===== src/rtl/tap_pkg.sv =====
// Shared TAP state codes and helpers for the IEEE 1149.1 state register and the downstream decoder.
package tap_pkg;

  typedef enum logic [3:0] {
    TAP_TLR      = 4'd0,
    TAP_RTI      = 4'd1,
    TAP_SEL_DR   = 4'd2,
    TAP_SEL_IR   = 4'd3,
    TAP_CAP_DR   = 4'd4,
    TAP_SH_DR    = 4'd5,
    TAP_EX1_DR   = 4'd6,
    TAP_PAUSE_DR = 4'd7,
    TAP_EX2_DR   = 4'd8,
    TAP_UP_DR    = 4'd9,
    TAP_CAP_IR   = 4'd10,
    TAP_SH_IR    = 4'd11,
    TAP_EX1_IR   = 4'd12,
    TAP_PAUSE_IR = 4'd13,
    TAP_EX2_IR   = 4'd14,
    TAP_UP_IR    = 4'd15
  } tap_state_t;

  // Select-DR plus the whole DR column, Capture-DR through Update-DR.
  function automatic logic is_dr_path(input tap_state_t state);
    logic result;
    case (state)
      TAP_SEL_DR, TAP_CAP_DR, TAP_SH_DR, TAP_EX1_DR,
      TAP_PAUSE_DR, TAP_EX2_DR, TAP_UP_DR: result = 1'b1;
      default:                             result = 1'b0;
    endcase
    return result;
  endfunction

endpackage


===== src/rtl/tap_next_state.sv =====
// Combinational TAP transition graph: next state from current state and TMS.
module tap_next_state
  import tap_pkg::*;
(
  input  tap_state_t code,
  input  logic       tms,
  output tap_state_t next_code
);

  // Transition table; each arm is the TMS=1 / TMS=0 successor.
  always_comb begin
    next_code = TAP_TLR;
    case (code)
      TAP_TLR:      next_code = tms ? TAP_TLR      : TAP_RTI;
      TAP_RTI:      next_code = tms ? TAP_SEL_DR   : TAP_RTI;
      TAP_SEL_DR:   next_code = tms ? TAP_SEL_IR   : TAP_CAP_DR;
      TAP_SEL_IR:   next_code = tms ? TAP_TLR      : TAP_CAP_IR;
      TAP_CAP_DR:   next_code = tms ? TAP_EX1_DR   : TAP_SH_DR;
      TAP_SH_DR:    next_code = tms ? TAP_EX1_DR   : TAP_SH_DR;
      TAP_EX1_DR:   next_code = tms ? TAP_UP_DR    : TAP_PAUSE_DR;
      TAP_PAUSE_DR: next_code = tms ? TAP_EX2_DR   : TAP_PAUSE_DR;
      TAP_EX2_DR:   next_code = tms ? TAP_UP_DR    : TAP_SH_DR;
      TAP_UP_DR:    next_code = tms ? TAP_SEL_DR   : TAP_RTI;
      TAP_CAP_IR:   next_code = tms ? TAP_EX1_IR   : TAP_SH_IR;
      TAP_SH_IR:    next_code = tms ? TAP_EX1_IR   : TAP_SH_IR;
      TAP_EX1_IR:   next_code = tms ? TAP_UP_IR    : TAP_PAUSE_IR;
      TAP_PAUSE_IR: next_code = tms ? TAP_EX2_IR   : TAP_PAUSE_IR;
      TAP_EX2_IR:   next_code = tms ? TAP_UP_IR    : TAP_SH_IR;
      TAP_UP_IR:    next_code = tms ? TAP_SEL_DR   : TAP_RTI;
      default:      next_code = TAP_TLR;
    endcase
  end

endmodule


===== src/rtl/tap_state_fsm.sv =====
// TAP controller state register with state-change strobe and DR-path flag.
// Optional Run-Test/Idle cycle counter enabled by defining TAP_RTI_CNT_EN.
module tap_state_fsm
  import tap_pkg::*;
#(
  parameter int RTI_CNT_W = 16
) (
  input  logic       tck,
  input  logic       trst_n,
  input  logic       tms,
  output logic [3:0] code,
  output logic       state_chg,
  output logic       dr_path
`ifdef TAP_RTI_CNT_EN
  ,
  output logic [RTI_CNT_W-1:0] rti_cnt
`endif
);

  if (RTI_CNT_W < 1 || RTI_CNT_W > 32) begin : g_bad_width
    $error("tap_state_fsm: RTI_CNT_W must be in 1..32");
  end

  tap_state_t code_r;
  tap_state_t next_code_s;
  logic       state_chg_r;
  logic       dr_path_r;
  logic       state_chg_s;
  logic       dr_path_s;

  tap_next_state u_next_state (
    .code      (code_r),
    .tms       (tms),
    .next_code (next_code_s)
  );

  // Strobe and DR flag are derived from the next state so they register alongside CODE.
  always_comb begin
    state_chg_s = (next_code_s != code_r);
    dr_path_s   = is_dr_path(next_code_s);
  end

  // State, strobe and DR-path registers; reset wins over TMS.
  always_ff @(posedge tck) begin
    if (!trst_n) begin
      code_r      <= TAP_TLR;
      state_chg_r <= 1'b0;
      dr_path_r   <= 1'b0;
    end else begin
      code_r      <= next_code_s;
      state_chg_r <= state_chg_s;
      dr_path_r   <= dr_path_s;
    end
  end

  assign code      = code_r;
  assign state_chg = state_chg_r;
  assign dr_path   = dr_path_r;

`ifdef TAP_RTI_CNT_EN
  logic [RTI_CNT_W-1:0] rti_cnt_r;
  logic [RTI_CNT_W-1:0] rti_cnt_s;

  // Counts consecutive edges landing in RTI, holding at all-ones.
  always_comb begin
    rti_cnt_s = {RTI_CNT_W{1'b0}};
    if (next_code_s == TAP_RTI) begin
      if (code_r != TAP_RTI) begin
        rti_cnt_s = RTI_CNT_W'(1);
      end else if (rti_cnt_r != {RTI_CNT_W{1'b1}}) begin
        rti_cnt_s = rti_cnt_r + RTI_CNT_W'(1);
      end else begin
        rti_cnt_s = rti_cnt_r;
      end
    end else begin
      rti_cnt_s = {RTI_CNT_W{1'b0}};
    end
  end

  // Counter register.
  always_ff @(posedge tck) begin
    if (!trst_n) begin
      rti_cnt_r <= {RTI_CNT_W{1'b0}};
    end else begin
      rti_cnt_r <= rti_cnt_s;
    end
  end

  assign rti_cnt = rti_cnt_r;
`endif

endmodule


===== config.mk =====
export PLATFORM = sky130hd
export DESIGN_NAME = tap_state_fsm
export DESIGN_NICKNAME = d
export VERILOG_FILES = /design/src/rtl/tap_pkg.sv /design/src/rtl/tap_next_state.sv /design/src/rtl/tap_state_fsm.sv
export SDC_FILE = /design/constraint.sdc
export NUM_CORES = 1
export LEC_CHECK = 0
export ABC_AREA = 0
export CAP_MARGIN = 10
export CORE_AREA = 2 2 39 41
export CTS_CLUSTER_DIAMETER = 100
export CTS_CLUSTER_SIZE = 30
export DETAILED_ROUTE_END_ITERATION = 8
export DIE_AREA = 0 0 41 43
export PLACE_DENSITY = 0.56
export REMOVE_ABC_BUFFERS = 1
export SETUP_SLACK_MARGIN = 0.15
export SYNTH_ARGS = -nofsm -noshare
export SYNTH_HDL_FRONTEND = slang
export SYNTH_SLANG_ARGS = --single-unit

===== constraint.sdc =====
create_clock -name tck -period 2.1 [get_ports tck]
set_input_delay 0.315 -clock tck [delete_from_list [all_inputs] [get_ports tck]]
set_output_delay 0.315 -clock tck [all_outputs]
set_load 0.01 [all_outputs]

==> results of run 1 <==
## routing by layer
layer	up-vias	share of wire, %	GRT usage (%)
li1	212	-	-
met1	196	50	18.0
met2	15	40	15.3
met3	2	9.2	8.38
met4	0	1.0	6.00
met5	-	0	0
## cell families (layout without fill, tap and decap cells)
logic type,Yosys count,in the layout,synth area share (%)
AND/OR/NAND/NOR,17,17,23.6
XOR/XNOR,1,1,1.97
buffers and inverters,8,16,12.1
flip-flops,6,6,27.0
multiplexers,1,1,2.25
AO/OA/AOI/OAI,20,20,33.1
## cells in the final DEF (no fill, tap or decap), types with 3 or more instances in the layout
cell type / count
buf_4: 3
a21oi_1: 4
nand3b_1: 3
nor2b_1: 3
clkbuf_4: 3
dfxtp_1: 6
o21a_1: 3
nor3_1: 3
clkdlybuf4s50_1: 8
## path summary, 6_finish.rpt
check | cells after the start | to | slack [ns]
max | 1 | code[2] | 0.36
min | 2 | code[3] | 0.68
max reg2reg | 4 | state_chg | 0.63
min reg2reg | 2 | code[3] | 0.68
## power breakdown
part / switching (mW) / internal (mW) / total [mW]
logic: 0.0407 / 0.0456 / 0.0863
clock network: 0.0488 / 0.0651 / 0.114
registers: 0.0127 / 0.124 / 0.137
## through the flow
step | power, mW | worst slack, ns | cell area (um^2) | hold WS [ns] | utilization [%]
floorplan | 0.183 | 0.756 | 399 | 0.443 | -
global placement | 0.225 | 0.430 | 522 | 0.647 | 37.7
detailed placement | 0.224 | 0.428 | 522 | 0.657 | 37.7
CTS | 0.339 | 0.370 | 544 | 0.664 | 39.3
global route | 0.355 | 0.327 | 544 | 0.700 | 39.3
finish | 0.337 | 0.364 | 544 | 0.676 | 39.3
## registers in the layout, summed over array words and instances (netlist names)
signal,count
code,4
dr_path,1
state_chg,1
## cell type report
cell class	instances	area, um^2
Clock buffer	3	22.5
Fill cell	152	840
Inverter	2	7.51
Multi-Input combinational cell	39	272
Sequential cell	6	120
Tap cell	16	20.0
Timing Repair Buffer	11	103
==> impl_metrics.json, run 1 <==
{
  "outcome": "complete, no violations",
  "dr.pass1.iters": 4,
  "syn2layout_area_growth_pct": 22.2,
  "overflow": 0,
  "ant_nets": 0,
  "setup_tns_ns": 0,
  "p_leak_nw": 0.185,
  "vdd_ir_drop_max_mv": 0.291,
  "avgSynthCellArea_um2": 8.40,
  "period_needed_ns": 1.74,
  "cts_buffer_depth": 2,
  "drc": 0,
  "critPathTopFamily": "buffers and inverters",
  "ys.flop_type": "dfxtp_1",
  "cts-hold-fix-buffers": 0,
  "r2r-start": "code[3]",
  "clk_pin_slew_ns": 0.05,
  "dp_cells": 74,
  "slowest_stage": "clkdlybuf4s50_1",
  "die_w_um": 41,
  "htreeDepth": 1,
  "core_mm2": 0.00138,
  "synthesis.area_um2": 445,
  "num_rows": 14,
  "root_buffer": "clkbuf_4",
  "cts_buffers": 3,
  "skew_ns": 0.00853,
  "vias_per_cell": 5.52,
  "synth.most_common_cell": "dfxtp_1",
  "synth_top_cells_by_count": "6 x dfxtp_1, 4 x a21oi_1",
  "cp_max_fo": 9,
  "grt_start_max_net_pins": 17,
  "hold_violations": 0,
  "final_layout_size_suffix_gt1_share_pct": 13.1,
  "dr.first_iter.drc_count": 17,
  "drv_cap": 0,
  "synth_cell_types": 30,
  "cpPeakStageDelay_ns": 0.62,
  "grtUsageTotal_pct": 13.1,
  "instances_no_fill": 77,
  "ys_seq_area_share_pct": 27.0,
  "gp_congestion": 0.686,
  "cts_sinks": 6,
  "synthArstFlopShare_pct": 0,
  "synth_top_area_share_pct": 27.0,
  "crit_required_ns": 1.78,
  "io_pins": 9,
  "hold_class": "reg2reg",
  "start_util_pct": 32.2,
  "cp_num_buf_inv": 1,
  "netlist_instances": 53,
  "critPathLaunchType": "register",
  "yosysTopAreaCell": "dfxtp_1",
  "max_freq_ghz": 0.576,
  "cts_setup_buffers": 0,
  "synth_area_leaders": "dfxtp_1 27%, nand3b_1 5.1%, o21a_1 5.1%, a21oi_1 4.5%, nor2b_1 4.2%",
  "end_kind": "output pin",
  "cts.repair.resized": 0,
  "critPathArrivalTime_ns": 1.42,
  "dieArea_mm2": 0.00176,
  "wl_um": 1000,
  "cts_tree": "done",
  "grt_antenna_before_repair": 0,
  "rsz0062_at_grt": "no",
  "fin_crit_sh_pct": 82.6,
  "vias": 425,
  "criticalPathCategory": "reg2out",
  "wl_per_cell_um": 13.0,
  "clock_latency_ns": 0.26,
  "powerDensity_mw_per_mm2": 619,
  "setup_viol": 0,
  "nets": 66,
  "die_y_um": 43,
  "hp-start": "code[3]",
  "grt_pass1_wl_um": 1500,
  "crit_chain": "clkdlybuf4s50_1",
  "crit_start": "code[2]",
  "first_global_vias": 327,
  "synth-seq-cells": 6,
  "ys.warnings.count": 0,
  "portBuffers": 8,
  "dp_hpwl_um": 667,
  "slew_violations": 0,
  "num_antenna_cells": 0,
  "synth_edf_count": 0,
  "max_slew.worst_pin.slew_ns": 0.501,
  "slew_headroom_pct": 66.5
}
Note: power is estimated with default switching activity, not from simulation.
==> inputs of run 2 (changes only) <==
==> constraint.sdc (replaced) <==
create_clock -name tck -period 1.62 [get_ports tck]
set_input_delay 0.243 -clock tck [delete_from_list [all_inputs] [get_ports tck]]
set_output_delay 0.243 -clock tck [all_outputs]
set_load 0.01 [all_outputs]
==> run 2 against run 1 <==
Critical path type unchanged. Sequential cell count did not move. Critical path depth did not move. Count of clock-buffer cells in the layout did not move. Die area did not move. Final area rose by 2.8%. Highest routed layer unchanged. Sequential power rose by 30%. Utilization rose by 1.1 points.
==> impl_metrics.json, run 2 (synthesis gave the netlist of run 1 again) <==
{
  "cts_sinks": 6,
  "crit_required_ns": 1.38,
  "powerDensity_mw_per_mm2": 776,
  "cts_buffers": 3,
  "slew_headroom_pct": 85.1,
  "num_rows": 14,
  "period_needed_ns": 1.37,
  "cp_max_fo": 2,
  "p_leak_nw": 0.231,
  "skew_ns": 0.00184,
  "ant_nets": 0,
  "slew_violations": 0,
  "gp_congestion": 0.707,
  "slowest_stage": "clkdlybuf4s50_1",
  "htreeDepth": 1,
  "hold_violations": 0,
  "dp_hpwl_um": 686,
  "dr.pass1.iters": 4,
  "core_mm2": 0.00138,
  "start_util_pct": 32.2,
  "crit_chain": "clkdlybuf4s50_1",
  "rsz0062_at_grt": "no",
  "criticalPathCategory": "reg2out",
  "ff2ff_setup_slack_ns": 0.41,
  "max_slew.worst_pin.slew_ns": 0.222,
  "root_buffer": "clkbuf_4",
  "final_layout_size_suffix_gt1_share_pct": 19.4,
  "cts_setup_buffers": 0,
  "portBuffers": 8,
  "grt_antenna_before_repair": 0,
  "setup_viol": 0,
  "clock_latency_ns": 0.25,
  "dieArea_mm2": 0.00176,
  "nets": 67,
  "most-common-layout-cells": "5 x clkdlybuf4s50_1, 4 x a21oi_1, 4 x buf_4",
  "grt_pass1_wl_um": 1730,
  "cpPeakStageDelay_ns": 0.54,
  "wl_per_cell_um": 13.7,
  "die_y_um": 43,
  "cts_tree": "done",
  "critPathTopFamily": "buffers and inverters",
  "wl_um": 1070,
  "fin_hold_ws_ns": 0.586,
  "io_pins": 9,
  "grt_start_max_net_pins": 17,
  "grtUsageTotal_pct": 14.7,
  "cts.repair.resized": 4,
  "overflow": 0,
  "clk_pin_slew_ns": 0.05,
  "stdcell_area_um2": 559,
  "outcome": "complete, no violations",
  "num_antenna_cells": 0,
  "hold_class": "reg2reg",
  "syn2layout_area_growth_pct": 25.6,
  "critPathArrivalTime_ns": 1.13,
  "cp_num_buf_inv": 1,
  "dr.first_iter.drc_count": 10,
  "vias_per_cell": 5.47,
  "max_freq_ghz": 0.728,
  "vias": 427,
  "fin_crit_sh_pct": 84.8,
  "cts_buffer_depth": 2,
  "setup_tns_ns": 0,
  "fin_ws_ns": 0.247,
  "drv_cap": 0,
  "cts-hold-fix-buffers": 0,
  "vdd_ir_drop_max_mv": 0.325,
  "largest_reg_flops": 4,
  "first_global_vias": 369,
  "placed_area_um2": 529,
  "end_kind": "output pin",
  "drc": 0,
  "final_common_cell": "clkdlybuf4s50_1",
  "die_w_um": 41,
  "place_ws_ns": 0.206,
  "critPathLaunchType": "register"
}
==> run 2: changes by cell type in the layout (fill, tap and decap cells not counted) <==
cell / before / now
buf_4: 3 / 4
clkdlybuf4s50_1: 8 / 5
dfxtp_1: 6 / 3
dfxtp_2: 0 / 3
dlygate4sd2_1: 0 / 1
dlymetal6s2s_1: 0 / 2
==> run 2: metrics by stage <==
step / utilization (%) / power [mW] / std cells
after floorplan: - / 0.237 / 47
after global placement: 38.2 / 0.294 / 75
after detailed placement: 38.2 / 0.294 / 75
after CTS: 40.1 / 0.446 / 78
after global routing: 40.4 / 0.464 / 78
final: 40.4 / 0.434 / 78
==> run 2: final timing paths <==
path / startpoint / endpoint / cells past startpoint
max: code[0] / code[0] / 1
max reg2reg: code[2] / state_chg / 3
min reg2reg: code[1] / code[0] / 1
min: code[1] / code[0] / 1
==> run 2: layout make-up <==
cell class,count,area (um^2)
clock buffer,3,22.5
tap,16,20.0
fill,143,825
sequential,6,124
timing repair buffer,12,114
multi-input combinational,39,272
inverter,2,7.51
==> run 2: where the power goes <==
group          leakage [nW]  switching [mW]  internal [mW]
sequential           0.0507          0.0159          0.162
clock                0.0138          0.0587         0.0841
combinational         0.167          0.0545         0.0588
==> run 2: worst reg2reg max path, stage by stage (launching register included) <==
cell	delay, ns
dfxtp_2	0.44
nor2b_4	0.06
a221o_1	0.37
a221oi_2	0.26
==> run 2: metal layers <==
layer | vias to the layer above | routed length (um) | GRT usage (%)
met2 | 11 | 459 | 17.8
met5 | - | 0 | 0
met3 | 2 | 59 | 3.14
met1 | 198 | 545 | 21.9
li1 | 216 | - | -
met4 | 0 | 7 | 10.0
